**config.mk**
```make
export PLATFORM = sky130hd
export DESIGN_NAME = mat_key_responder
export DESIGN_NICKNAME = d
export VERILOG_FILES = /design/src/rtl/mat_key_responder.sv
export SDC_FILE = /design/constraint.sdc
export NUM_CORES = 1
export LEC_CHECK = 0
export CORE_AREA = 2 2 171 173
export CTS_BUF_LIST = sky130_fd_sc_hd__clkbuf_2
export DETAILED_ROUTE_END_ITERATION = 16
export DIE_AREA = 0 0 173 175
export PLACE_DENSITY_LB_ADDON = 0.1
export SETUP_SLACK_MARGIN = 0.02
export SLEW_MARGIN = 20
export SYNTH_ARGS = -nofsm -noshare
export SYNTH_HDL_FRONTEND = slang
export SYNTH_SLANG_ARGS = --single-unit
export TNS_END_PERCENT = 1
```
**constraint.sdc**
```tcl
create_clock -name clk -period 6.1 [get_ports clk]
set_clock_uncertainty 0.15 [all_clocks]
set_input_delay 0.61 -clock clk [delete_from_list [all_inputs] [get_ports clk]]
set_output_delay 0.61 -clock clk [all_outputs]
set_load 0.02 [all_outputs]
```
**src/rtl/mat_key_responder.sv**
```systemverilog
`default_nettype none
// ============================================================================
//  Module      : mat_key_responder
//  Description : 4x4 matrix-keypad emulator. Answers an active-low row scan
//                with active-low column returns while replaying queued key
//                presses. Each press has a bounce window, a stable hold, a
//                release bounce window and an inter-press gap.
//  Revision    : 1.0 - initial release
// ----------------------------------------------------------------------------
//  Ports
//    clk          system clock
//    rst          synchronous active-high reset
//    row[3:0]     scanner row drive, active-low
//    col[3:0]     column return, active-low, registered
//    cmd_valid    command offered
//    cmd_ready    command queue not full
//    cmd_key      key index k = 4*r + c
//    cmd_hold     stable-press length in clk cycles (0 behaves as 1)
//    busy         press sequence active or queue non-empty
//    done         one-cycle pulse in the last gap cycle of a command
//    pressed_vec  one-hot of the key currently closed, else 0
// ============================================================================
module mat_key_responder #(
   parameter int FIFO_DEPTH    = 4,
   parameter int BOUNCE_CYCLES = 2000,
   parameter int BOUNCE_PERIOD = 250,
   parameter int GAP_CYCLES    = 10000
) (
   input  logic        clk,
   input  logic        rst,
   input  logic [3:0]  row,
   output logic [3:0]  col,
   input  logic        cmd_valid,
   output logic        cmd_ready,
   input  logic [3:0]  cmd_key,
   input  logic [15:0] cmd_hold,
   output logic        busy,
   output logic        done,
   output logic [15:0] pressed_vec
);

   // ------------------------------------------------------------------
   // Derived constants
   // ------------------------------------------------------------------
   localparam int PTR_W   = (FIFO_DEPTH > 1) ? $clog2(FIFO_DEPTH) : 1;
   localparam int MAX_BG  = (BOUNCE_CYCLES > GAP_CYCLES) ? BOUNCE_CYCLES : GAP_CYCLES;
   localparam int CNT_MAX = (MAX_BG > 65535) ? MAX_BG : 65535;
   localparam int CNT_W   = $clog2(CNT_MAX + 1);

   localparam logic [PTR_W:0]   OCC_FULL = (PTR_W + 1)'(FIFO_DEPTH);
   localparam logic [PTR_W:0]   OCC_ONE  = (PTR_W + 1)'(1);
   localparam logic [PTR_W-1:0] PTR_ONE  = PTR_W'(1);
   localparam logic [CNT_W-1:0] CNT_ONE  = CNT_W'(1);

   // Terminal counts: a phase ends when the counter reaches its last value
   localparam logic [CNT_W-1:0] BON_LAST = CNT_W'((BOUNCE_CYCLES == 0) ? 0 : BOUNCE_CYCLES - 1);
   localparam logic [CNT_W-1:0] GAP_LAST = CNT_W'((GAP_CYCLES == 0) ? 0 : GAP_CYCLES - 1);
   localparam logic [CNT_W-1:0] PER_C    = CNT_W'((BOUNCE_PERIOD < 1) ? 1 : BOUNCE_PERIOD);

   typedef enum logic [2:0] {
      IDLE       = 3'd0,
      BOUNCE_ON  = 3'd1,
      HOLD       = 3'd2,
      BOUNCE_OFF = 3'd3,
      GAP        = 3'd4
   } state_t;

   // ------------------------------------------------------------------
   // Command queue
   // ------------------------------------------------------------------
   logic [3:0]       key_mem  [FIFO_DEPTH];
   logic [15:0]      hold_mem [FIFO_DEPTH];
   logic [PTR_W-1:0] wr_ptr;
   logic [PTR_W-1:0] rd_ptr;
   logic [PTR_W:0]   occ;
   logic             full;
   logic             empty;
   logic             push;
   logic             pop;

   assign full      = (occ == OCC_FULL);
   assign empty     = (occ == '0);
   assign cmd_ready = !full;
   // A push while full is refused because cmd_ready is already low
   assign push      = cmd_valid & cmd_ready;

   always_ff @(posedge clk) begin
      if (push) begin
         key_mem[wr_ptr]  <= cmd_key;
         hold_mem[wr_ptr] <= cmd_hold;
      end
   end

   always_ff @(posedge clk) begin
      if (rst) begin
         wr_ptr <= '0;
         rd_ptr <= '0;
         occ    <= '0;
      end else begin
         if (push) wr_ptr <= wr_ptr + PTR_ONE;
         if (pop)  rd_ptr <= rd_ptr + PTR_ONE;
         case ({push, pop})
            2'b10:   occ <= occ + OCC_ONE;
            2'b01:   occ <= occ - OCC_ONE;
            default: occ <= occ;
         endcase
      end
   end

   // ------------------------------------------------------------------
   // Press sequencer
   // ------------------------------------------------------------------
   state_t           state;
   state_t           state_nx;
   logic [CNT_W-1:0] cnt;
   logic [3:0]       key_reg;
   logic [15:0]      hold_reg;
   logic [CNT_W-1:0] hold_last;
   logic             bounce_odd;
   logic             closed;
   logic [3:0]       col_nx;

   assign hold_last  = (hold_reg == 16'd0) ? '0 : CNT_W'(hold_reg - 16'd1);
   // Odd bounce slot: counter divided into BOUNCE_PERIOD-long slots
   assign bounce_odd = ((cnt / PER_C) & CNT_ONE) != '0;
   assign busy       = (state != IDLE) | !empty;

   always_comb begin
      state_nx = state;
      pop      = 1'b0;
      done     = 1'b0;
      closed   = 1'b0;
      case (state)
         IDLE: begin
            if (!empty) begin
               pop      = 1'b1;
               state_nx = (BOUNCE_CYCLES == 0) ? HOLD : BOUNCE_ON;
            end
         end
         BOUNCE_ON: begin
            // Contact closes in the first slot, then alternates
            closed = !bounce_odd;
            if (cnt == BON_LAST) state_nx = HOLD;
         end
         HOLD: begin
            closed = 1'b1;
            if (cnt == hold_last) state_nx = (BOUNCE_CYCLES == 0) ? GAP : BOUNCE_OFF;
         end
         BOUNCE_OFF: begin
            // Contact opens in the first slot, then alternates
            closed = bounce_odd;
            if (cnt == BON_LAST) state_nx = GAP;
         end
         GAP: begin
            if (cnt == GAP_LAST) begin
               state_nx = IDLE;
               done     = 1'b1;
            end
         end
         default: state_nx = IDLE;
      endcase
   end

   always_ff @(posedge clk) begin
      if (rst) begin
         state    <= IDLE;
         cnt      <= '0;
         key_reg  <= '0;
         hold_reg <= '0;
      end else begin
         state <= state_nx;
         // Phase counter restarts on every state change
         cnt   <= (state_nx != state) ? '0 : cnt + CNT_ONE;
         if (pop) begin
            key_reg  <= key_mem[rd_ptr];
            hold_reg <= hold_mem[rd_ptr];
         end
      end
   end

   // ------------------------------------------------------------------
   // Contact matrix: a closed key pulls its column low when its row is low
   // ------------------------------------------------------------------
   always_comb begin
      col_nx = 4'hF;
      for (int c = 0; c < 4; c++) begin
         for (int r = 0; r < 4; r++) begin
            if (!row[r] && pressed_vec[4*r + c]) col_nx[c] = 1'b0;
         end
      end
   end

   always_ff @(posedge clk) begin
      if (rst) begin
         pressed_vec <= 16'h0000;
         col         <= 4'hF;
      end else begin
         pressed_vec <= closed ? (16'h0001 << key_reg) : 16'h0000;
         col         <= col_nx;
      end
   end

endmodule
`default_nettype wire

```
**After elaboration in Yosys (flattened, before gate mapping)**

Memories as Yosys holds them, arrays and structs flattened. A register that Yosys moved wholly into a read port is not among the register bits.
Index checks and enable logic that the tools add are counted.

- Memory bits (writable): 80
- Input bits: 27
- Output and inout port bits: 23
- Word-level logic and storage cells: 92
- Memories: 2
- Register bits after elaboration: 46

Memory list:

| name | words | width | rd ports | clocked after memory_dff | write ports | line | text |
|---|---|---|---|---|---|---|---|
| hold_mem | 4 | 16 | 1 | 1 | 1 | 72 | `logic [15:0] hold_mem [FIFO_DEPTH];` |
| key_mem | 4 | 4 | 1 | 1 | 1 | 71 | `logic [3:0] key_mem [FIFO_DEPTH];` |

- Muxes and demuxes: 31
- Reductions and logical operators: 30
- Shift operators: 1
- Equal/unequal tests: 11
- Div/mod/pow operators: 1
- Add/sub/neg operators: 6
- Bitwise gates (word level): 3

Operators with widths:

| operator | count |
|---|---|
| $mux W1 | 22 |
| $add A16 B1 Y16 const B | 1 |
| $div A16 B8 Y16 const B | 1 |
| $eq A16 B11 Y1 const B | 1 |
| $eq A16 B14 Y1 const B | 1 |
| $eq A16 B16 Y1 | 1 |
| $logic_and A1 B1 Y1 | 16 |
| $logic_not A16 Y1 | 1 |
| $mux W16 | 1 |
| $shl A1 B4 Y16 const A | 1 |
| $sub A16 B1 Y16 const B | 1 |
| $mux W3 | 5 |
| $pmux W3 S5 | 1 |
| $logic_not A1 Y1 | 7 |
| $eq A3 B2 Y1 const B | 2 |
| $eq A3 B3 Y1 const B | 2 |
| $logic_not A3 Y1 | 2 |
| $pmux W3 S2 | 1 |
| $add A2 B1 Y2 const B | 2 |
| $reduce_or A2 Y1 | 2 |
| $add A3 B1 Y3 const B | 1 |
| $eq A3 B1 Y1 const B | 1 |
| $ne A3 B3 Y1 | 1 |
| $pmux W1 S3 | 1 |
| 8 further kinds | 8 |

**Logic depth before layout (Yosys ltp)**

- Word-level depth: 7
- Gate-level depth with buffers: 25
- Depth with buffers taken out: 19

**Worst setup path before layout**

Ideal clock, no wire load.

- Path kind: reg-to-reg
- Start point: register cnt[8]
- End point: register pressed_vec[14]
- Path slack: 0.186 ns
- Data arrival time: 5.684 ns
- Buffers on the path: 3
- Cell stages (with the launch flop): 23
- Clock period less this slack: 5.914 ns
- Data required time: 5.870 ns
- Setup time: 0.080 ns
- Cells stage by stage: dfxtp_1 -> buf_2 -> or2_1 -> a21oi_1 -> o41a_1 -> a21oi_2 -> a32oi_4 -> a211oi_1 -> o21bai_1 -> or2_2 -> nor4_1 -> o21a_1 -> and4_1 -> mux2i_2 -> a22oi_1 -> o221a_2 -> a211oi_2 -> mux2_1 -> a311o_1 -> or3_1 -> buf_2 -> buf_6 -> a211oi_2

- Cells in the longest elaborated chain, start to end: 5

Ends and longest elaborated chain:

| what | line | text |
|---|---|---|
| start: declaration | 115 | `logic [CNT_W-1:0] cnt;` |
| start signal: assignment | 173 | `cnt <= (state_nx != state) ? '0 : cnt + CNT_ONE;` |
| $div A16 B8 Y16 * | 125 | `assign bounce_odd = ((cnt / PER_C) & CNT_ONE) != '0;` |
| $logic_not A1 Y1 | 142 | `closed = !bounce_odd;` |
| $pmux W1 S3 * | 133 | `case (state)` |
| $not A1 Y1 (no line) * | n/a |  |
| $reduce_or A2 Y1 (no line) * | n/a |  |
| end signal: assignment | 198 | `pressed_vec <= closed ? (16'h0001 << key_reg) : 16'h0000;` |
| end: declaration | 39 | `output logic [15:0] pressed_vec` |

Mark *: on every way between the ends. The rest lies on a longest branch, timed or not.
A chain may end at the register's enable or synchronous reset.

**Final worst setup path**

- Start point: register cnt[12]
- End point: register pressed_vec[1]

The elaborated chain is that of the path after synthesis.

==> results.yml <==
critical_path:
  cp_slowest_cell: "or4_1"
  crit_buf_inv: 3
  r2r-end: "pressed_vec[1]"
  r2r_slack_ns: 0.07
  r2r-start: "cnt[12]"
  crit_chain: "and4_2 > a311o_1 > o21a_4 > o31ai_4 > o211ai_4 > a221oi_4 > a21boi_2 > xnor2_1 > buf_4 > or4b_4 > o211a_1 > a311oi_4 > nand3_2 > or2_4 > o21ai_2 > a211oi_2 > buf_4 > or4_1 > o2111a_1 > or3_1 > buf_6 > a211oi_1"
  crit_top_cell: "buf_4"
  path_delay_family: "compound AO/OA/AOI/OAI gates"
  worstPathArrival_ns: 6.50
  end_kind: "register"
  reg2reg_depth: 22
  slowest_delay_ns: 0.52
  critPathRequiredTime_ns: 6.57
  crit_fanout: 16
  path_class: "register to register"
  setup.worst_path.start_class: "register"
floorplanning:
  dieArea_um2: 30300
  num_rows: 62
  fp.coreArea_um2: 28400
  pin_count: 50
  die-width_um: 173
  start_util: 0.296
  die_h_um: 175
logic_synthesis:
  synth_edf_count: 80
  syn_area_per_cell_um2: 9.98
  syn_area_um2: 8400
  ys_warn_count: 0
  ys_ff_latch: 146
  synthesis.nets: 878
  seq_area_frac_synth: 0.444
  ys_async_sr_fraction: 0
  synthDistinctLibCells: 103
  synth_flop_cell: "edfxtp_1"
  synth_cells: 841
place:
  dpl_cell_area_um2: 10200
  dp_hpwl_um: 16500
  routabilityCongestion: 0.779
  place_ws_ns: -0.106
  io_buffers: 49
global_routing:
  grt_pass1_wl_um: 36100
  grt_overflow: 0
  grt_usage: 0.147
  grt_start_max_net_pins: 27
  antenna_found_initial: 1
  grt_pass1_vias: 6764
worst_hold_path:
  worst_hold_path.endpoint: "hold_reg[15]"
  hold_depth: 2
  min_from: "hold_reg[15]"
  hp-class: "register to register"
sta:
  clock.fmax_mhz: 166
  min_period_ns: 6.03
  tns_ns: 0
  slew_headroom: 0.272
  rsz0062_at_grt: "true"
  setup_violations: 0
  slew_violations: 0
  tightest_slew_ns: 1.09
  finalHoldViolCount: 0
  min_period_over_period: 0.988
  layout_setup_ws_ns: 0.0730
clocking:
  htree_num_levels: 4
  numCtsBuffers: 17
  root_buffer: "clkbuf_2"
  clk_latency_ns: 0.72
  cts_sinks: 146
  clock_path_buffers: 2
  clk_pin_slew_ns: 0.24
  cts_tree: "done"
cells_and_area:
  fin_nets: 1051
  top_register: "hold_mem"
  syn2layout_area_growth_pct: 29.2
  final_area_um2: 10800
  largest_reg_flops: 64
  drive_gt1_frac: 0.289
route:
  drtIter0Drc: 276
  wl_um: 22000
  vias_per_cell: 4.81
  drt_pass1_iterations: 6
  vias: 6798
  avgRoutedWirePerCell_um: 15.6
  drc_errors: 0
  final_antenna_net_count: 0
power_and_ir_drop:
  ir_drop_mv: 0.169
  power_density_nw_per_um2: 285
  p_leak_uw: 0.00367
status:
  run_status: "finished clean"
flow_run:
  cap_viol_max_count: 0
cells by family (layout without fill, tap and decap cells):
family	count (synthesis)	after routing	synth area share
XOR/XNOR	53	53	0.0562
multiplexers	30	30	0.0668
AND/OR/NAND/NOR	303	303	0.181
adder cells (fa/ha/maj)	12	12	0.0182
buffers and inverters	88	274	0.0461
AO/OA/AOI/OAI	209	209	0.188
other	0	1	0
flip-flops	146	146	0.444
worst max path at each step:
stage / start / endpoint / slack, ns / depth (start not counted)
after floorplan: cnt[8] / pressed_vec[14] / 0.19 / 22
after global placement: cnt[15] / pressed_vec[1] / -0.14 / 23
after detailed placement: cnt[8] / pressed_vec[8] / -0.11 / 21
after CTS: cnt[9] / pressed_vec[1] / 0.03 / 22
after global routing: cnt[12] / pressed_vec[1] / -0.17 / 22
final: cnt[12] / pressed_vec[1] / 0.07 / 22
final cells by class:
cell class	instances	area (um^2)
fill	2871	17500
multi-input combinational	607	4560
sequential	146	3740
timing repair buffer	201	1660
tap	384	480
clock inverter	15	165
inverter	41	154
clock buffer	17	85.1
antenna	1	2.50
repair_timing:
| action | in CTS | in global routing |
|---|---|---|
| endpoints found under the hold margin | 0 | 0 |
| hold buffers | 0 | 0 |
| resized for setup | 46 | 25 |
| endpoints found under the setup margin | 16 | 16 |
| setup buffers | 3 | 5 |
| pin swaps | 10 | 17 |
stage by stage:
| stage | power [uW] | hold slack [ns] | instances | utilization |
|---|---|---|---|---|
| global placement | 2540 | 0.310 | 1371 | 0.360 |
| detailed placement | 2560 | 0.317 | 1371 | 0.360 |
| CTS | 3140 | 0.247 | 1406 | 0.377 |
| finish | 3090 | 0.337 | 1412 | 0.382 |
| floorplan | 2240 | 0.295 | 841 | - |
| global route | 3340 | 0.237 | 1412 | 0.382 |
power breakdown:
group	switching (uW)	total (uW)	internal [uW]
sequential	124	1290	1170
combinational	681	1220	538
clock	404	573	169
routing by layer:
| metal | track usage | vias to the layer above | routed length, um |
|---|---|---|---|
| li1 | - | 3471 | - |
| met4 | 0.0321 | 0 | 171 |
| met2 | 0.261 | 59 | 11100 |
| met1 | 0.191 | 3255 | 10400 |
| met3 | 0.0196 | 13 | 357 |
| met5 | 0 | - | 0 |
cells in the mapped netlist (all sizes together), types with 7 or more instances:
cell     n  area (um^2)
xor2    11         96.3
or3     20          125
nand3   23          125
mux2i    8         83.8
ha       9          113
a21oi   62          318
o21ai   22          121
dfxtp   66         1320
o211ai   8         70.1
clkbuf  23         86.3
buf     24          146
a31oi   11         68.8
nor3    33          165
mux4    20          450
xnor2   42          375
inv     39          146
nand2b   7         43.8
nor4     9         68.8
o21a     9         67.6
nand2   86          328
nor2    72          283
a211oi  12          105
or2      8         50.1
and2     9         58.8
o22ai   11         68.8
edfxtp  80         2400
cells in the final DEF, fill, tap and decap left out, types with 7 or more instances in the layout:
master           instances
nand3_1                 20
ha_1                     9
dfxtp_1                 58
nor3_1                  29
a31oi_1                 10
a211oi_2                 7
edfxtp_1                80
buf_4                  148
o21ai_0                 13
inv_1                   38
nor4_1                   7
mux2i_1                  7
o22ai_1                 11
xnor2_1                 41
a21oi_1                 56
clkdlybuf4s50_1         49
nand2b_1                 7
xor2_1                  11
clkbuf_2                17
nand2_1                 84
or3_1                   20
mux4_2                  20
nor2_1                  68
worst min-delay path: stages (launching register included):
cell and delay (ns):
dfxtp_1 0.37, nand2_1 0.05, a21oi_1 0.05
No activity file was read; power rests on OpenSTA's default activity.
